[src/rtl/uart_pkg.sv]
// Shared UART definitions: default character width, TX FIFO depth and
// the almost-full threshold rule used by the transmit FIFO.
package uart_pkg;

  localparam int unsigned UART_DATA_W    = 8;
  localparam int unsigned UART_TXF_DEPTH = 16;

  // Two entries of headroom, but never below 1 so tiny FIFOs stay legal.
  function automatic int unsigned txf_af_level(input int unsigned depth);
    return (depth > 2) ? depth - 2 : 1;
  endfunction

endpackage

[src/rtl/tx_fifo_mem.sv]
// Simple dual-port storage for the TX FIFO: synchronous write, registered read.
// The array itself carries no reset so it can map onto RAM primitives.
module tx_fifo_mem
  import uart_pkg::*;
#(
  parameter int unsigned DATA_W = UART_DATA_W,
  parameter int unsigned DEPTH  = UART_TXF_DEPTH
) (
  input  logic                     clk,
  input  logic                     areset,
  input  logic                     we,
  input  logic [$clog2(DEPTH)-1:0] waddr,
  input  logic [DATA_W-1:0]        wdata,
  input  logic                     re,
  input  logic [$clog2(DEPTH)-1:0] raddr,
  output logic [DATA_W-1:0]        rdata
);

  logic [DATA_W-1:0] mem_q [DEPTH];
  logic [DATA_W-1:0] rdata_q;

  always_ff @(posedge clk) begin
    if (we) begin
      mem_q[waddr] <= wdata;
    end
  end

  // Read-before-write: a simultaneous pop and push at the same address returns the old word.
  always_ff @(posedge clk or posedge areset) begin
    if (areset) begin
      rdata_q <= '0;
    end else if (re) begin
      rdata_q <= mem_q[raddr];
    end
  end

  assign rdata = rdata_q;

endmodule

[src/rtl/uart_tx_fifo.sv]
// Transmit FIFO between the host write port and the UART serializer:
// occupancy/status decode, push/pop arbitration and sticky error flags.
module uart_tx_fifo
  import uart_pkg::*;
#(
  parameter int unsigned DATA_W   = UART_DATA_W,
  parameter int unsigned DEPTH    = UART_TXF_DEPTH,
  parameter int unsigned AF_LEVEL = txf_af_level(DEPTH)
) (
  input  logic                     clk,
  input  logic                     areset,
  input  logic                     clr,
  input  logic                     wr_en,
  input  logic [DATA_W-1:0]        wr_data,
  input  logic                     rd_en,
  output logic [DATA_W-1:0]        rd_data,
  output logic                     rd_valid,
  output logic                     full,
  output logic                     almost_full,
  output logic                     empty,
  output logic [$clog2(DEPTH):0]   count,
  output logic                     overflow,
  output logic                     underflow
);

  localparam int unsigned AW = $clog2(DEPTH);
  localparam int unsigned CW = AW + 1;

  if ((DEPTH < 2) || ((DEPTH & (DEPTH - 1)) != 0)) begin : g_bad_depth
    $error("uart_tx_fifo: DEPTH must be a power of two >= 2");
  end
  if ((AF_LEVEL < 1) || (AF_LEVEL > DEPTH)) begin : g_bad_af
    $error("uart_tx_fifo: AF_LEVEL must lie in 1..DEPTH");
  end
  if ((DATA_W < 5) || (DATA_W > 9)) begin : g_bad_width
    $error("uart_tx_fifo: DATA_W must lie in 5..9");
  end

  logic [AW-1:0] wr_ptr_q, wr_ptr_d;
  logic [AW-1:0] rd_ptr_q, rd_ptr_d;
  logic [CW-1:0] count_q, count_d;
  logic          overflow_q, overflow_d;
  logic          underflow_q, underflow_d;
  logic          rd_valid_q, rd_valid_d;
  logic          push_ok, pop_ok;

  assign empty       = (count_q == '0);
  assign full        = (count_q == CW'(DEPTH));
  assign almost_full = (count_q >= CW'(AF_LEVEL));

  // A pop frees a slot in the same cycle, so a full FIFO still accepts a push
  // alongside it; clr suppresses both.
  always_comb begin
    pop_ok  = rd_en & ~empty & ~clr;
    push_ok = wr_en & (~full | pop_ok) & ~clr;
  end

  always_comb begin
    wr_ptr_d    = wr_ptr_q;
    rd_ptr_d    = rd_ptr_q;
    count_d     = count_q;
    overflow_d  = overflow_q;
    underflow_d = underflow_q;
    rd_valid_d  = pop_ok;
    if (clr) begin
      wr_ptr_d    = '0;
      rd_ptr_d    = '0;
      count_d     = '0;
      overflow_d  = 1'b0;
      underflow_d = 1'b0;
    end else begin
      if (push_ok) wr_ptr_d = wr_ptr_q + 1'b1;
      if (pop_ok)  rd_ptr_d = rd_ptr_q + 1'b1;
      case ({push_ok, pop_ok})
        2'b10:   count_d = count_q + 1'b1;
        2'b01:   count_d = count_q - 1'b1;
        default: count_d = count_q;
      endcase
      overflow_d  = overflow_q | (wr_en & full & ~pop_ok);
      underflow_d = underflow_q | (rd_en & empty);
    end
  end

  always_ff @(posedge clk or posedge areset) begin
    if (areset) begin
      wr_ptr_q    <= '0;
      rd_ptr_q    <= '0;
      count_q     <= '0;
      overflow_q  <= 1'b0;
      underflow_q <= 1'b0;
      rd_valid_q  <= 1'b0;
    end else begin
      wr_ptr_q    <= wr_ptr_d;
      rd_ptr_q    <= rd_ptr_d;
      count_q     <= count_d;
      overflow_q  <= overflow_d;
      underflow_q <= underflow_d;
      rd_valid_q  <= rd_valid_d;
    end
  end

  tx_fifo_mem #(
    .DATA_W(DATA_W),
    .DEPTH (DEPTH)
  ) u_mem (
    .clk   (clk),
    .areset(areset),
    .we    (push_ok),
    .waddr (wr_ptr_q),
    .wdata (wr_data),
    .re    (pop_ok),
    .raddr (rd_ptr_q),
    .rdata (rd_data)
  );

  assign count     = count_q;
  assign overflow  = overflow_q;
  assign underflow = underflow_q;
  assign rd_valid  = rd_valid_q;

endmodule

[config.mk]
export PLATFORM = sky130hd
export DESIGN_NAME = uart_tx_fifo
export DESIGN_NICKNAME = d
export VERILOG_FILES = /design/src/rtl/uart_pkg.sv /design/src/rtl/tx_fifo_mem.sv /design/src/rtl/uart_tx_fifo.sv
export SDC_FILE = /design/constraint.sdc
export NUM_CORES = 1
export LEC_CHECK = 0
export CAP_MARGIN = 20
export CORE_MARGIN = 2
export CORE_UTILIZATION = 55
export CTS_CLUSTER_DIAMETER = 40
export DETAILED_ROUTE_END_ITERATION = 16
export MAX_ROUTING_LAYER = met4
export PLACE_DENSITY = 0.74
export SLEW_MARGIN = 10
export SYNTH_ARGS = -nofsm -noshare
export SYNTH_HDL_FRONTEND = slang
export SYNTH_SLANG_ARGS = --single-unit
[constraint.sdc]
create_clock -name clk -period 7.5 [get_ports clk]
set_clock_uncertainty 0.2 [all_clocks]
set_input_delay 0.75 -clock clk [delete_from_list [all_inputs] [get_ports clk]]
set_output_delay 0.75 -clock clk [all_outputs]
set_load 0.03 [all_outputs]
== Yosys cells after proc, flatten, opt, wreduce, memory -nomap -nowiden ==
Memories as Yosys holds them, arrays and structs flattened. A register that Yosys moved wholly into a read port is not among the register bits.
Index checks and enable logic that the tools add are counted.

* $add $sub $neg: 4
* Shifts and indexed selects: 0
* $lt $le $gt $ge: 1
* Divide/modulo/power cells: 0
* Reductions and logical operators: 4
* Equal/unequal tests: 3
* Bitwise logic cells: 14
* Muxes and demuxes: 10
* Multipliers: 0

{| class="wikitable"
|+ Operators by type and width
! cell !! number
|-
| $mux W4 || 4
|-
| $pmux W5 S2 || 1
|-
| $add A4 B1 Y4 const B || 2
|-
| $and A1 B1 Y1 || 7
|-
| $add A5 B1 Y5 const B || 1
|-
| $eq A5 B5 Y1 const B || 1
|-
| $ge A5 B4 Y1 const B || 1
|-
| $logic_not A5 Y1 || 1
|-
| $mux W5 || 1
|-
| $sub A5 B1 Y5 const B || 1
|-
| $mux W1 || 4
|-
| $not A1 Y1 || 4
|-
| $reduce_bool A2 Y1 || 2
|-
| $or A1 B1 Y1 || 3
|-
| $reduce_bool A3 Y1 || 1
|-
| $eq A2 B1 Y1 const B || 1
|-
| $eq A2 B2 Y1 const B || 1
|}

* Logic and storage cells: 43
* Memories: 1
* Latch bits: 0
* Bits in registers: 16
* Output and inout bits: 19
* ROM bits: 0
* Input bits: 13
* Bits in writable memories: 128

{| class="wikitable"
|+ Memories
! name !! depth !! width !! rd ports !! clocked after memory_dff !! write ports !! line !! RTL
|-
| u_mem.mem_q || 16 || 8 || 1 || 1 || 1 || tx_fifo_mem.sv:19 || <nowiki>logic [DATA_W-1:0] mem_q [DEPTH];</nowiki>
|}

== Longest topological paths before layout ==
* Depth after elaboration: 10
* Depth in mapped cells: 10
* Mapped depth without buffers: 9

== Modules after synthesis ==
From an unflattened synthesis, not the netlist that was laid out.

* Cell total of the unflattened synthesis: 349
* Area total of the unflattened synthesis: 6354.8 um^2

{| class="wikitable"
|+ Modules (own cells, without submodules)
! module !! seq. area each (um^2) !! area an instance (um^2) !! times used !! cells an instance
|-
| tx_fifo_mem || 4043.9 || 5335.1 || 1 || 241
|-
| uart_tx_fifo || 400.4 || 1019.7 || 1 || 108
|}

== Worst setup path after synthesis ==
No wires, ideal clock.

* Kind: flip-flop to flip-flop
* Start: register count_q[1], in the netlist count[1]
* End: register count_q[4], in the netlist count[4]
* Buffers on the path: 1
* Cell stages (with the launch flop): 11
* Library setup time: 0.069 ns
* Clock period less this slack: 2.914 ns
* Arrival time: 2.645 ns
* Data required time: 7.231 ns
* Setup slack: 4.586 ns
* Cell sequence: dfrtp_1 > buf_6 > or4_4 > o21ai_4 > xnor2_1 > ha_1 > or3_1 > a21oi_1 > mux2i_1 > or4_1 > nand3_1

* Cells in the longest elaborated chain, start to end: 10
* Elaborated cells on any way between the ends: 16
* Those cells by class: add/sub: 2; eq/ne: 3; mux: 2; bitwise: 7; reduce/logical: 2

{| class="wikitable"
|+ RTL lines
! what !! line !! RTL
|-
| from (decl) || uart_tx_fifo.sv:41 || <nowiki>logic [CW-1:0] count_q, count_d;</nowiki>
|-
| from (signal assigned) || uart_tx_fifo.sv:95 || <nowiki>count_q <= count_d;</nowiki>
|-
| $logic_not A5 Y1 || uart_tx_fifo.sv:47 || <nowiki>assign empty = (count_q == '0);</nowiki>
|-
| $not A1 Y1 || uart_tx_fifo.sv:54 || <nowiki>pop_ok = rd_en & ~empty & ~clr;</nowiki>
|-
| $and A1 B1 Y1 (2 in series) || uart_tx_fifo.sv:54 ||
|-
| $or A1 B1 Y1 || uart_tx_fifo.sv:55 || <nowiki>push_ok = wr_en & (~full | pop_ok) & ~clr;</nowiki>
|-
| $and A1 B1 Y1 (2 in series) || uart_tx_fifo.sv:55 ||
|-
| $eq A2 B1 Y1 or $eq A2 B2 Y1 (tied branches) || uart_tx_fifo.sv:74 || <nowiki>case ({push_ok, pop_ok})</nowiki>
|-
| $pmux W5 S2 || uart_tx_fifo.sv:74 ||
|-
| $mux W5 || uart_tx_fifo.sv:65 || <nowiki>if (clr) begin</nowiki>
|}

Several ways; a longest one is shown, not always the timed one.
A chain may end at the register's enable or synchronous reset.

== Final worst setup path ==
* Start: input clr
* End: memory u_mem.mem_q[11][0] (netlist bit) (enable)

* Cells in the longest elaborated chain, start to end: 7

{| class="wikitable"
|+ RTL lines
! what !! line !! RTL
|-
| from (decl) || uart_tx_fifo.sv:12 || <nowiki>input logic clr,</nowiki>
|-
| $not A1 Y1 (*) || uart_tx_fifo.sv:54, uart_tx_fifo.sv:55 ||
|-
| $and A1 B1 Y1 || uart_tx_fifo.sv:54 ||
|-
| $or A1 B1 Y1 || uart_tx_fifo.sv:55 ||
|-
| $and A1 B1 Y1 || uart_tx_fifo.sv:55 ||
|-
| $and A1 B1 Y1 (*) || uart_tx_fifo.sv:55 ||
|-
| $mux W1 (*) || tx_fifo_mem.sv:23 || <nowiki>if (we) begin</nowiki>
|-
| $mux W1 (not written as such) (*) || tx_fifo_mem.sv:24 || <nowiki>mem_q[waddr] <= wdata;</nowiki>
|-
| to (decl) || tx_fifo_mem.sv:19 ||
|}

Every way passes the cells marked *; elsewhere a longest branch is shown, timed or not.

==> impl_metrics.py <==
metrics = {
    "yosys": {
        "yosysWarningCount": 0,
        "syn-cell-area_sq_um": 6180,
        "avgSynthCellArea_sq_um": 18.1,
        "yosys.cell_types.count": 37,
        "synth-seq-cells": 152,
        "synth_ff_type": "edfxtp_1",
        "syn_nets": 362,
        "synth_top_cell_by_area": "edfxtp_1",
        "synthArstFlopShare": 0.158,
        "synth_top_cell_area_share": 0.622,
        "synthTopCellsByArea": "edfxtp_1, mux4_2, dfrtp_1, mux2i_1, nor2_1",
        "syn_inst": 342,
        "synth_edf_count": 128,
        "seq_area_frac_synth": 0.719,
    },
    "flow_run": {
        "maxCapViolCount": 0,
    },
    "final_layout": {
        "area_growth_pct": 16.8,
        "drive_gt1_frac": 0.187,
        "fin_nets": 397,
        "antenna_cells": 0,
        "final_common_cell": "edfxtp_1",
        "mostFrequentLayoutCells": "edfxtp_1, mux4_2, clkdlybuf4s50_1",
        "final_core_util": 0.662,
    },
    "floorplan": {
        "rows": 38,
        "coreArea_sq_um": 10900,
        "die_h_microns": 110,
        "io_pins": 32,
        "die_w_microns": 110,
        "die_area_sq_um": 12100,
        "start_util": 0.567,
    },
    "worst_hold_path": {
        "min_from": "u_mem.rdata[1]$_DFFE_PP0N_",
        "hold_depth": 2,
        "min_path_type": "register to register",
    },
    "timing": {
        "hold_viol": 0,
        "tightest_slew_ns": 1.06,
        "rsz0062_at_grt": "no",
        "max_slew_margin": 0.291,
        "period_share": 0.483,
        "setup_violations": 0,
        "fmaxAchievable_mhz": 276,
        "period_needed_ns": 3.62,
        "setup_tns_ns": 0,
        "report.final.slew_viol_count": 0,
    },
    "worst_setup_path": {
        "cp_num_buf_inv": 1,
        "crit_family": "simple AND/OR/NAND/NOR gates",
        "crit_slowest_cell": "clkdlybuf4s50_1",
        "reg2reg_from": "count[2]$_DFFE_PP0P_",
        "path_depth": 5,
        "crit_arrival_ns": 3.57,
        "crit_fanout": 24,
        "endpoint_kind": "register",
        "cp-startpoint": "clr",
        "max_stage_delay_ns": 0.84,
        "crit_required_ns": 7.45,
        "r2r_cells": 4,
        "cp_cell_sequence": "clkdlybuf4s50_1 -> nand2b_1 -> a31oi_1 -> nand2_1 -> nor2_1",
        "setup.worst_path.start_class": "input port",
        "worstSetupPathType": "input port to register",
    },
    "drt": {
        "viasPerCell": 6.03,
        "num_vias": 3198,
        "drtAntennaViolNets": 0,
        "firstDrtPassIters": 5,
        "wl_per_cell_microns": 23.0,
        "drtIter0Drc": 398,
        "drcViolationCount": 0,
        "routed_wl_mm": 12.2,
    },
    "cts": {
        "ctsHoldBuffers": 0,
        "htree_levels": 4,
        "cts.sinks": 152,
        "clock_latency_ns": 0.52,
        "cts_tree": "built",
        "cts_resized": 0,
        "post_cts_buffers": 0,
        "root_buffer": "clkbuf_8",
        "cts_buffers": 17,
        "cts.clk_slew.worst_paths_ns": 0.06,
        "cts.path.max_buffers": 2,
    },
    "grt": {
        "grt_pass1_wl_mm": 18.8,
        "grt_start_max_net_pins": 35,
        "antenna_found_initial": 0,
        "grt_overflow": 0,
        "grt_pass1_vias": 3276,
        "gr-usage-all-layers": 0.231,
    },
    "placed_design": {
        "port_buffers": 31,
        "place.gp.congestion": 0.790,
        "hpwlAfterDp_mm": 7.70,
    },
    "power_and_ir_drop": {
        "powerDensity_nw_per_um2": 321,
        "p_leak_nw": 2.38,
        "ir_drop_mv": 0.197,
    },
    "status": {
        "outcome": "finished clean",
    },
}
==> layer usage <==
layer / vias to the layer above / wire length (microns) / track usage
li1: 1416 / - / -
met1: 1626 / 5260 / 0.315
met2: 136 / 5630 / 0.327
met3: 20 / 952 / 0.0694
met4: 0 / 365 / 0.0967
met5: - / 0 / -
==> sequential cells by signal, indices dropped and copies added, names as in the netlist <==
signal	count
count	5
overflow	1
underflow	1
u_mem.mem_q	128
rd_valid	1
rd_ptr_q	4
wr_ptr_q	4
u_mem.rdata	8
==> final cells by class <==
cell class / instances / area, sq um
Multi-Input combinational cell: 165 / 1620
Fill cell: 726 / 3680
Inverter: 8 / 30.0
Clock inverter: 11 / 173
Timing Repair Buffer: 33 / 325
Clock buffer: 21 / 439
Tap cell: 140 / 175
Sequential cell: 152 / 4450
==> cell families (layout without fill, tap and decap cells) <==
family,after synthesis,after routing,synth area share
xor+xnor,8,8,0.0113
fa+ha+maj,7,7,0.0142
simple gates,72,72,0.0555
buf+inv,25,73,0.0176
flops,152,152,0.719
mux,51,51,0.148
compound gates,27,27,0.0342
==> where the power goes <==
group	total, mW	internal, mW	switching, mW	leakage [nW]
logic	0.407	0.173	0.235	0.629
clock network	0.876	0.550	0.326	0.285
registers	1.03	0.967	0.0665	1.47
==> cell usage after synthesis (all sizes together), types with 3 or more instances <==
master / number
edfxtp: 128
mux4: 32
nor2: 28
dfrtp: 24
nand2: 20
mux2i: 18
clkbuf: 10
inv: 8
o221ai: 8
a21oi: 7
buf: 7
ha: 7
nand3: 5
nand2b: 4
o21ai: 4
or3: 4
xnor2: 4
xor2: 4
a31oi: 3
==> per-stage QoR <==
step	std cells	instance area (sq um)	hold slack, ns	power [mW]	setup slack, ns
global placement	498	6600	0.274	1.45	3.43
CTS	530	7210	0.300	2.33	3.89
floorplan	342	6180	0.352	1.30	4.59
finish	530	7210	0.298	2.32	3.88
global route	530	7210	0.322	2.40	3.56
detailed placement	498	6600	0.280	1.46	3.33
==> tightest hold or removal path, delay by kind of cell (launching register included) <==
kind	cells	cell delay, ns
simple gates	1	0.06
flops	1	0.35
compound gates	1	0.06
==> path summary, 6_finish.rpt <==
kind                                                end  slack (ns)
setup reg to reg           u_mem.mem_q[11][0]$_DFFE_PP_        4.57
max in group asynchronous       rd_ptr_q[2]$_DFFE_PP0P_        5.93
setup / recovery           u_mem.mem_q[11][0]$_DFFE_PP_        3.88
hold reg to reg              u_mem.rdata[1]$_DFFE_PP0N_        0.30
min in group asynchronous       wr_ptr_q[1]$_DFFE_PP0P_        0.54
hold / removal               u_mem.rdata[1]$_DFFE_PP0N_        0.30
No activity file was read; power rests on OpenSTA's default activity.
